--- config.mk ---
export PLATFORM = sky130hd
export DESIGN_NAME = apb_i2c_csr_bank_flat
export DESIGN_NICKNAME = d
export VERILOG_FILES = /design/src/rtl/apb_i2c_csr_bank_if.sv /design/src/rtl/apb_i2c_csr_bank.sv /design/src/flat_wrapper.sv
export SDC_FILE = /design/constraint.sdc
export NUM_CORES = 1
export LEC_CHECK = 0
export CAP_MARGIN = 0
export CORE_UTILIZATION = 43
export DETAILED_ROUTE_END_ITERATION = 10
export PLACE_DENSITY = 0.94
export SKIP_CTS_REPAIR_TIMING = 1
export SLEW_MARGIN = 20
export SYNTH_ARGS = -nofsm -noshare
export SYNTH_HDL_FRONTEND = slang
export SYNTH_SLANG_ARGS = --single-unit
--- constraint.sdc ---
create_clock -name pclk_i -period 3.69 [get_ports pclk_i]
set_input_delay 0.738 -clock pclk_i [delete_from_list [all_inputs] [get_ports pclk_i]]
set_output_delay 0.738 -clock pclk_i [all_outputs]
set_load 0.02 [all_outputs]
--- src/rtl/apb_i2c_csr_bank_if.sv ---
// APB3 slave-side bus bundle for the I2C CSR bank.
// Signal names keep the slave's port view: *_i are driven by the master, *_o by the slave.
interface apb_i2c_csr_bank_if #(
    parameter int unsigned DATA_WIDTH = 32,
    parameter int unsigned ADDR_WIDTH = 8
);
    logic [ADDR_WIDTH-1:0] paddr_i;
    logic                  pwrite_i;
    logic                  psel_i;
    logic                  penable_i;
    logic [DATA_WIDTH-1:0] pwdata_i;
    logic [DATA_WIDTH-1:0] prdata_o;
    logic                  pready_o;
    logic                  pslverr_o;

    modport master (
        output paddr_i, pwrite_i, psel_i, penable_i, pwdata_i,
        input  prdata_o, pready_o, pslverr_o
    );

    modport slave (
        input  paddr_i, pwrite_i, psel_i, penable_i, pwdata_i,
        output prdata_o, pready_o, pslverr_o
    );
endinterface

--- src/rtl/apb_i2c_csr_bank.sv ---
// APB3 control/status register bank for the I2C master core: wait-stated access, PSLVERR,
// TX push / RX pop strobes and a maskable interrupt with write-1-to-clear status.
module apb_i2c_csr_bank #(
    parameter int unsigned DATA_WIDTH   = 32,
    parameter int unsigned ADDR_WIDTH   = 8,
    parameter int unsigned WAIT_STATES  = 0,
    parameter logic [7:0]  PRESCALE_RST = 8'd0
) (
    input  logic              pclk_i,
    input  logic              preset_i,
    apb_i2c_csr_bank_if.slave apb,
    input  logic [7:0]        status_i,
    input  logic [7:0]        rx_data_i,
    input  logic [3:0]        evt_i,
    input  logic              start_done_i,
    input  logic              reset_done_i,
    output logic [7:0]        tx_data_o,
    output logic              tx_push_o,
    output logic              rx_pop_o,
    output logic [7:0]        slave_addr_o,
    output logic [7:0]        cmd_o,
    output logic [7:0]        prescale_o,
    output logic              irq_o
);
    localparam logic [2:0] IdxTx       = 3'd0;
    localparam logic [2:0] IdxRx       = 3'd1;
    localparam logic [2:0] IdxStatus   = 3'd2;
    localparam logic [2:0] IdxSaddr    = 3'd3;
    localparam logic [2:0] IdxCmd      = 3'd4;
    localparam logic [2:0] IdxPrescale = 3'd5;
    localparam logic [2:0] IdxIrqEn    = 3'd6;
    localparam logic [2:0] IdxIrqStat  = 3'd7;

    typedef enum logic [0:0] {StIdle, StAccess} state_e;

    state_e                state_q, state_d;
    logic [3:0]            wcnt_q, wcnt_d;
    logic [DATA_WIDTH-1:0] prdata_q, prdata_d;
    logic [7:0]            tx_data_q, tx_data_d;
    logic [7:0]            saddr_q, saddr_d;
    logic [7:0]            cmd_q, cmd_d;
    logic [7:0]            prescale_q, prescale_d;
    logic [3:0]            irq_en_q, irq_en_d;
    logic [3:0]            irq_stat_q, irq_stat_d;
    logic                  tx_push_q, tx_push_d;
    logic                  rx_pop_q, rx_pop_d;
    logic                  irq_q, irq_d;

    logic [2:0] idx;
    logic       addr_oob;
    logic       setup;
    logic       ready;
    logic       done;
    logic       err;
    logic       wr_ok;
    logic       rd_ok;
    logic [7:0] wbyte;
    logic [7:0] rd_val;

    assign idx      = apb.paddr_i[2:0];
    assign addr_oob = apb.paddr_i > ADDR_WIDTH'(7);
    assign setup    = (state_q == StIdle) & apb.psel_i & ~apb.penable_i;
    assign ready    = (state_q == StAccess) & (wcnt_q == 4'd0);
    assign done     = ready & apb.psel_i & apb.penable_i;
    assign err      = addr_oob | (apb.pwrite_i & ((idx == IdxRx) | (idx == IdxStatus) |
                                                  ((idx == IdxTx) & status_i[0])));
    assign wr_ok    = done & apb.pwrite_i & ~err;
    assign rd_ok    = done & ~apb.pwrite_i & ~err;
    assign wbyte    = apb.pwdata_i[7:0];

    if (DATA_WIDTH > 8) begin : g_unused_wdata
        logic unused_wdata_hi;
        assign unused_wdata_hi = ^apb.pwdata_i[DATA_WIDTH-1:8];
    end

    always_comb begin
        rd_val = 8'h00;
        if (!addr_oob) begin
            case (idx)
                IdxTx:       rd_val = tx_data_q;
                IdxRx:       rd_val = rx_data_i;
                IdxStatus:   rd_val = status_i;
                IdxSaddr:    rd_val = saddr_q;
                IdxCmd:      rd_val = cmd_q;
                IdxPrescale: rd_val = prescale_q;
                IdxIrqEn:    rd_val = {4'h0, irq_en_q};
                IdxIrqStat:  rd_val = {4'h0, irq_stat_q};
                default:     rd_val = 8'h00;
            endcase
        end
    end

    always_comb begin
        state_d = state_q;
        wcnt_d  = wcnt_q;
        unique case (state_q)
            StIdle: begin
                if (setup) begin
                    state_d = StAccess;
                    wcnt_d  = 4'(WAIT_STATES);
                end
            end
            StAccess: begin
                // Deselect mid-access abandons the transfer; no register is touched.
                if (!apb.psel_i || done) begin
                    state_d = StIdle;
                end else if (wcnt_q != 4'd0) begin
                    wcnt_d = wcnt_q - 4'd1;
                end
            end
            default: state_d = StIdle;
        endcase
    end

    always_comb begin
        prdata_d   = prdata_q;
        tx_data_d  = tx_data_q;
        saddr_d    = saddr_q;
        cmd_d      = cmd_q;
        prescale_d = prescale_q;
        irq_en_d   = irq_en_q;
        irq_stat_d = irq_stat_q;
        tx_push_d  = 1'b0;
        rx_pop_d   = rd_ok & (idx == IdxRx);
        irq_d      = |(irq_stat_q & irq_en_q);

        if (setup && !apb.pwrite_i) begin
            prdata_d = DATA_WIDTH'(rd_val);
        end

        // Core-side clears first so a same-edge APB write to CMD overrides them.
        if (start_done_i) cmd_d[6] = 1'b0;
        if (reset_done_i) cmd_d[7] = 1'b0;

        if (wr_ok) begin
            case (idx)
                IdxTx: begin
                    tx_data_d = wbyte;
                    tx_push_d = 1'b1;
                end
                IdxSaddr:    saddr_d    = wbyte;
                IdxCmd:      cmd_d      = wbyte;
                IdxPrescale: prescale_d = wbyte;
                IdxIrqEn:    irq_en_d   = wbyte[3:0];
                IdxIrqStat:  irq_stat_d = irq_stat_q & ~wbyte[3:0];
                default: ;
            endcase
        end

        irq_stat_d = irq_stat_d | evt_i;
    end

    always_ff @(posedge pclk_i) begin
        if (preset_i) begin
            state_q    <= StIdle;
            wcnt_q     <= 4'd0;
            prdata_q   <= '0;
            tx_data_q  <= 8'h00;
            saddr_q    <= 8'h00;
            cmd_q      <= 8'h00;
            prescale_q <= PRESCALE_RST;
            irq_en_q   <= 4'h0;
            irq_stat_q <= 4'h0;
            tx_push_q  <= 1'b0;
            rx_pop_q   <= 1'b0;
            irq_q      <= 1'b0;
        end else begin
            state_q    <= state_d;
            wcnt_q     <= wcnt_d;
            prdata_q   <= prdata_d;
            tx_data_q  <= tx_data_d;
            saddr_q    <= saddr_d;
            cmd_q      <= cmd_d;
            prescale_q <= prescale_d;
            irq_en_q   <= irq_en_d;
            irq_stat_q <= irq_stat_d;
            tx_push_q  <= tx_push_d;
            rx_pop_q   <= rx_pop_d;
            irq_q      <= irq_d;
        end
    end

    assign apb.prdata_o  = prdata_q;
    assign apb.pready_o  = ready;
    assign apb.pslverr_o = ready & err;
    assign tx_data_o     = tx_data_q;
    assign tx_push_o     = tx_push_q;
    assign rx_pop_o      = rx_pop_q;
    assign slave_addr_o  = saddr_q;
    assign cmd_o         = cmd_q;
    assign prescale_o    = prescale_q;
    assign irq_o         = irq_q;
endmodule

--- src/flat_wrapper.sv ---
// flat-port wrapper written by rule: the top's interface ports become plain ports
module apb_i2c_csr_bank_flat 
#(
    parameter int unsigned DATA_WIDTH   = 32,
    parameter int unsigned ADDR_WIDTH   = 8,
    parameter int unsigned WAIT_STATES  = 0,
    parameter logic [7:0]  PRESCALE_RST = 8'd0
)
  (pclk_i, preset_i, status_i, rx_data_i, evt_i, start_done_i, reset_done_i, tx_data_o, tx_push_o, rx_pop_o, slave_addr_o, cmd_o, prescale_o, irq_o, apb_paddr_i, apb_pwrite_i, apb_psel_i, apb_penable_i, apb_pwdata_i, apb_prdata_o, apb_pready_o, apb_pslverr_o);
  apb_i2c_csr_bank_if #(.DATA_WIDTH(DATA_WIDTH), .ADDR_WIDTH(ADDR_WIDTH)) apb_i ();
  input  logic pclk_i;
  input  logic preset_i;
  input  logic [7:0] status_i;
  input  logic [7:0] rx_data_i;
  input  logic [3:0] evt_i;
  input  logic start_done_i;
  input  logic reset_done_i;
  output logic [7:0] tx_data_o;
  output logic tx_push_o;
  output logic rx_pop_o;
  output logic [7:0] slave_addr_o;
  output logic [7:0] cmd_o;
  output logic [7:0] prescale_o;
  output logic irq_o;
  input wire logic [$bits(apb_i.paddr_i)-1:0] apb_paddr_i;
  input wire logic [$bits(apb_i.pwrite_i)-1:0] apb_pwrite_i;
  input wire logic [$bits(apb_i.psel_i)-1:0] apb_psel_i;
  input wire logic [$bits(apb_i.penable_i)-1:0] apb_penable_i;
  input wire logic [$bits(apb_i.pwdata_i)-1:0] apb_pwdata_i;
  output wire logic [$bits(apb_i.prdata_o)-1:0] apb_prdata_o;
  output wire logic [$bits(apb_i.pready_o)-1:0] apb_pready_o;
  output wire logic [$bits(apb_i.pslverr_o)-1:0] apb_pslverr_o;
  assign apb_i.paddr_i = apb_paddr_i;
  assign apb_i.pwrite_i = apb_pwrite_i;
  assign apb_i.psel_i = apb_psel_i;
  assign apb_i.penable_i = apb_penable_i;
  assign apb_i.pwdata_i = apb_pwdata_i;
  assign apb_prdata_o = apb_i.prdata_o;
  assign apb_pready_o = apb_i.pready_o;
  assign apb_pslverr_o = apb_i.pslverr_o;
  apb_i2c_csr_bank #(.DATA_WIDTH(DATA_WIDTH), .ADDR_WIDTH(ADDR_WIDTH), .WAIT_STATES(WAIT_STATES), .PRESCALE_RST(PRESCALE_RST)) u_core (.pclk_i(pclk_i), .preset_i(preset_i), .apb(apb_i), .status_i(status_i), .rx_data_i(rx_data_i), .evt_i(evt_i), .start_done_i(start_done_i), .reset_done_i(reset_done_i), .tx_data_o(tx_data_o), .tx_push_o(tx_push_o), .rx_pop_o(rx_pop_o), .slave_addr_o(slave_addr_o), .cmd_o(cmd_o), .prescale_o(prescale_o), .irq_o(irq_o));
endmodule
Word-level counts from Yosys, hierarchy flattened
Index checks and enable logic that the tools add are counted. W data, S select, Z words.

Register bits: 56. Bits in latches: 0. RAM bits: 0. ROM bits: 0. Word-level logic and storage cells: 81. Memories: 0.

Add/subtract/negate cells: 1. $mul: 0. Div/mod/pow operators: 0. $lt $le $gt $ge: 1. Eq/ne operators: 10. Shift-type cells: 0. Mux-type cells: 16. Bitwise gates (word level): 25. Reductions and logical operators: 15.

Operator list (count): $pmux W8 S8 (1); $mux W8 (3); $mux W4 (5); $and A1 B1 Y1 (13); $eq A3 B3 Y1 const B (4); $reduce_and A2 Y1 (5); $and A4 B4 Y4 (2); $gt A8 B3 Y1 const B (1); $pmux W4 S2 (1); $eq A3 B2 Y1 const B (2); $mux W1 (5); $not A1 Y1 (5); $logic_not A4 Y1 (1); $ne A2 B2 Y1 const B (2); $not A4 Y4 (1); $or A4 B4 Y4 (1); $reduce_bool A4 Y1 (1); $reduce_or A4 Y1 (1); $sub A4 B1 Y4 const B (1); $eq A3 B1 Y1 const B (1); $logic_not A3 Y1 (1); $or A1 B1 Y1 (3); $reduce_and A3 Y1 (1); $logic_not A1 Y1 (2); 5 further kinds (5).

Logic depth before layout (Yosys ltp)
Word-level depth: 9. Gate-level depth with buffers: 9.

Worst setup path before layout
Ideal clock, no wire load.

Kind: input port to output port. Start point: input apb_paddr_i[1]. End point: output apb_pslverr_o. Data arrival time: 1760 ps. Data required time: 2952 ps. Setup slack: 1192 ps. Cell stages on the path: 3. Path buffers: 0. Path through: or3_1 -> a311oi_4 -> nor2_1.

Cells in the longest elaborated chain, start to end: 6. Elaborated cells on any way between the ends: 10.

Ends and longest elaborated chain: from (decl) (line flat_wrapper.sv:25) `input wire logic [$bits(apb_i.paddr_i)-1:0] apb_paddr_i;`; parallel branches: the longest is 4 deep, another holds $gt A8 B3 Y1; $or A1 B1 Y1 * (line apb_i2c_csr_bank.sv:65) `assign err = addr_oob | (apb.pwrite_i & ((idx == IdxRx) | (idx == IdxStatus) |`; $and A1 B1 Y1 * (line apb_i2c_csr_bank.sv:185) `assign apb.pslverr_o = ready & err;`; to (decl) (line flat_wrapper.sv:32) `output wire logic [$bits(apb_i.pslverr_o)-1:0] apb_pslverr_o;`.

Mark *: on every way between the ends.

Worst setup path in the final report
Start point: input apb_paddr_i[0]. End point: output apb_pslverr_o.

Same word-level chain as after synthesis.

==> flow_summary.ini <==
[status]
status = complete, no violations

[critical_path]
crit_family = buffers and inverters
r2r_slack_ns = 1.43
cp.depth = 6
r2r.worst_path.cells = 7
rr_endpoint = u_core.tx_data_o[4]
crit_chain = clkdlybuf4s50_1 -> buf_4 -> nand2_1 -> a311oi_4 -> nor2_1 -> clkdlybuf4s50_1
endpoint = apb_pslverr_o
slowest_delay_ns = 0.55
cp-start-kind = input port
arrival_ns = 2.68
cp_common_cell = clkdlybuf4s50_1
critical_path_buf_inv_count = 3
worst_ep_required_time_ns = 2.95
path_class = input port to output pin
critPathLaunch = apb_paddr_i[0]
cp_max_fo = 31
r2r_start = u_core.wcnt_q[0]
end_kind = output pin
slowest_stage = clkdlybuf4s50_1

[timing]
slew_headroom_pct = 59.5
fin_skew_ns = 0.00172
drv_slew = 0
post-route-period-util_pct = 92.5
final.setup.tns_ns = 0
finalSetupViolations = 0
layout_min_cycle_time_ns = 3.41
fmax_mhz = 293
rsz0062_at_grt = no
worstMarginPinSlew_ns = 0.605
final_hold_viol_count = 0
setup_ws_ns = 0.276

[power_and_ir_drop]
ir_worst_vdd_uv = 129
cellLeakagePower_uw = 0.00161
p_per_area_mw_per_mm2 = 288

[finish]
antennaDiodeCount = 0
postLayoutCellArea_mm2 = 0.00397
drive_gt1_share_pct = 5.02
fillCellCount = 559
synthToLayoutAreaGrowth_pct = 31.4
num-nets-final = 485

[synth]
ys_async_sr_fraction_pct = 0
ys_seq_elements = 56
yosys_warnings = 0
yosysTopAreaCell = dfxtp_1
synth-main-ff-cell = dfxtp_1
synth.most_common_cell = dfxtp_1
synth_top_area_share_pct = 37.1
yosysSeqAreaShare_pct = 37.1
avgSynthCellArea_um2 = 8.94
synth_edf_count = 0
synth_cell_types = 46
syn_inst = 338
syn_area_mm2 = 0.00302
synth_area_leaders = dfxtp_1, mux2i_1, nand2b_1
synth_common_cells = dfxtp_1, nand2b_1, mux2i_1

[cts]
cts_max_level = 2
clockRootBuffer = clkbuf_8
clk_latency_ns = 0.31
cts_sinks = 56
cts_tree = built
clk_pin_slew_ns = 0.09
cts_buffers = 5
clock_path_buffers = 2

[route]
ant_nets = 0
wl_per_cell_um = 15.2
routed_via_density = 5.10
num_vias = 2622
drt_pass1_iterations = 4
wl_um = 7840
drt_iter0_markers = 202
drc = 0

[global_routing]
grt_pass1_vias = 2608
grt_max_degree = 56
antenna_found_initial = 0
grt.overflow.total = 0
grt_pass1_wl_um = 12700
gr-usage-all-layers_pct = 21.9

[floorplan]
initial_utilization_pct = 44.5
rows = 30
ios = 136
coreArea_mm2 = 0.00679
fp.dieW_um = 85.8
die_area_mm2 = 0.00736
die_height_um = 85.8

[worst_hold_path]
hold_path_depth = 2
hold_class = register to register
hp-start = u_core.apb.prdata_o[6]

[placed_design]
place_hpwl_um = 5930
dp_slack_ns = 0.296
portBuffers = 87
gp_congestion = 0.877
place_area_mm2 = 0.00388

[job]
drv_cap = 0
[sequential cells by signal, indices dropped and copies added (netlist names)]
name	flops
u_core.apb.prdata_o	8
u_core.cmd_o	8
u_core.prescale_o	8
u_core.slave_addr_o	8
u_core.tx_data_o	8
u_core.irq_en_q	4
u_core.irq_stat_q	4
u_core.wcnt_q	4
u_core.irq_o	1
u_core.rx_pop_o	1
u_core.state_q	1
u_core.tx_push_o	1
[worst min-delay path, cell delays in order (launching register included)]
cell,delay (ns)
dfxtp_1,0.32
nand2_1,0.06
o21ai_1,0.05
[layer usage]
| layer | share of wire [%] | GRT usage [%] |
|---|---|---|
| met4 | 1.6 | 6.97 |
| met1 | 41 | 27.7 |
| met3 | 7.9 | 4.72 |
| met2 | 49 | 37.3 |
| met5 | 0 | 0 |
[per-stage QoR]
stage                     hold WS [ns]  instances  power [µW]  utilization, %
after floorplan                  0.457        361         754               -
after global placement           0.439        506         805            57.1
after detailed placement         0.449        506         809            57.1
after CTS                        0.462        514        1140            58.4
after global routing             0.493        514        1190            58.4
final                            0.463        514        1140            58.4
[layout make-up]
| cell class | count | area (µm²) | area share [%] |
|---|---|---|---|
| Clock buffer | 8 | 90.1 | 2.27 |
| Timing Repair Buffer | 92 | 908 | 22.9 |
| Sequential cell | 56 | 1120 | 28.3 |
| Multi-Input combinational cell | 247 | 1670 | 42.1 |
| Tap cell | 96 | 120 | 3.03 |
| Inverter | 15 | 56.3 | 1.42 |
[placed cells by master, fill, tap and decap left out, types with 4 or more instances in the layout]
master | Yosys | final
mux2i_1 | 44 | 44
nand2b_1 | 49 | 49
a21oi_1 | 4 | 4
dfxtp_1 | 56 | 56
conb_1 | 1 | 24
nand2_1 | 15 | 15
nor2b_1 | 8 | 8
nor2_1 | 17 | 17
o22ai_1 | 4 | 4
inv_1 | 15 | 15
a311oi_1 | 4 | 4
mux2_2 | 4 | 4
clkbuf_8 | 0 | 6
nand3_1 | 5 | 5
or3_1 | 5 | 5
clkdlybuf4s50_1 | 0 | 87
a222oi_1 | 4 | 4
buf_4 | 24 | 5
o21ai_0 | 18 | 18
[report_power, final]
part           switching (µW)  internal (µW)
clock                     191            154
sequential               5.90            611
combinational            97.7           83.2
[worst min path at each step]
stage / to / slack (ns)
CTS: u_core.apb.prdata_o[6] / 0.46
floorplan: u_core.irq_en_q[2] / 0.46
detailed placement: u_core.apb.prdata_o[6] / 0.45
global route: u_core.apb.prdata_o[2] / 0.49
global placement: u_core.apb.prdata_o[3] / 0.44
finish: u_core.apb.prdata_o[6] / 0.46
[cell families (layout without fill, tap and decap cells)]
family | after synthesis | count (layout) | share of synthesized area (%)
AO/OA/AOI/OAI | 50 | 50 | 11.8
adder cells (fa/ha/maj) | 1 | 1 | 0.414
multiplexers | 48 | 48 | 16.1
other | 1 | 24 | 0.124
AND/OR/NAND/NOR | 122 | 122 | 23.5
flip-flops | 56 | 56 | 37.1
XOR/XNOR | 2 | 2 | 0.580
buffers and inverters | 58 | 115 | 10.4
Power figures use the tool's default switching activity.
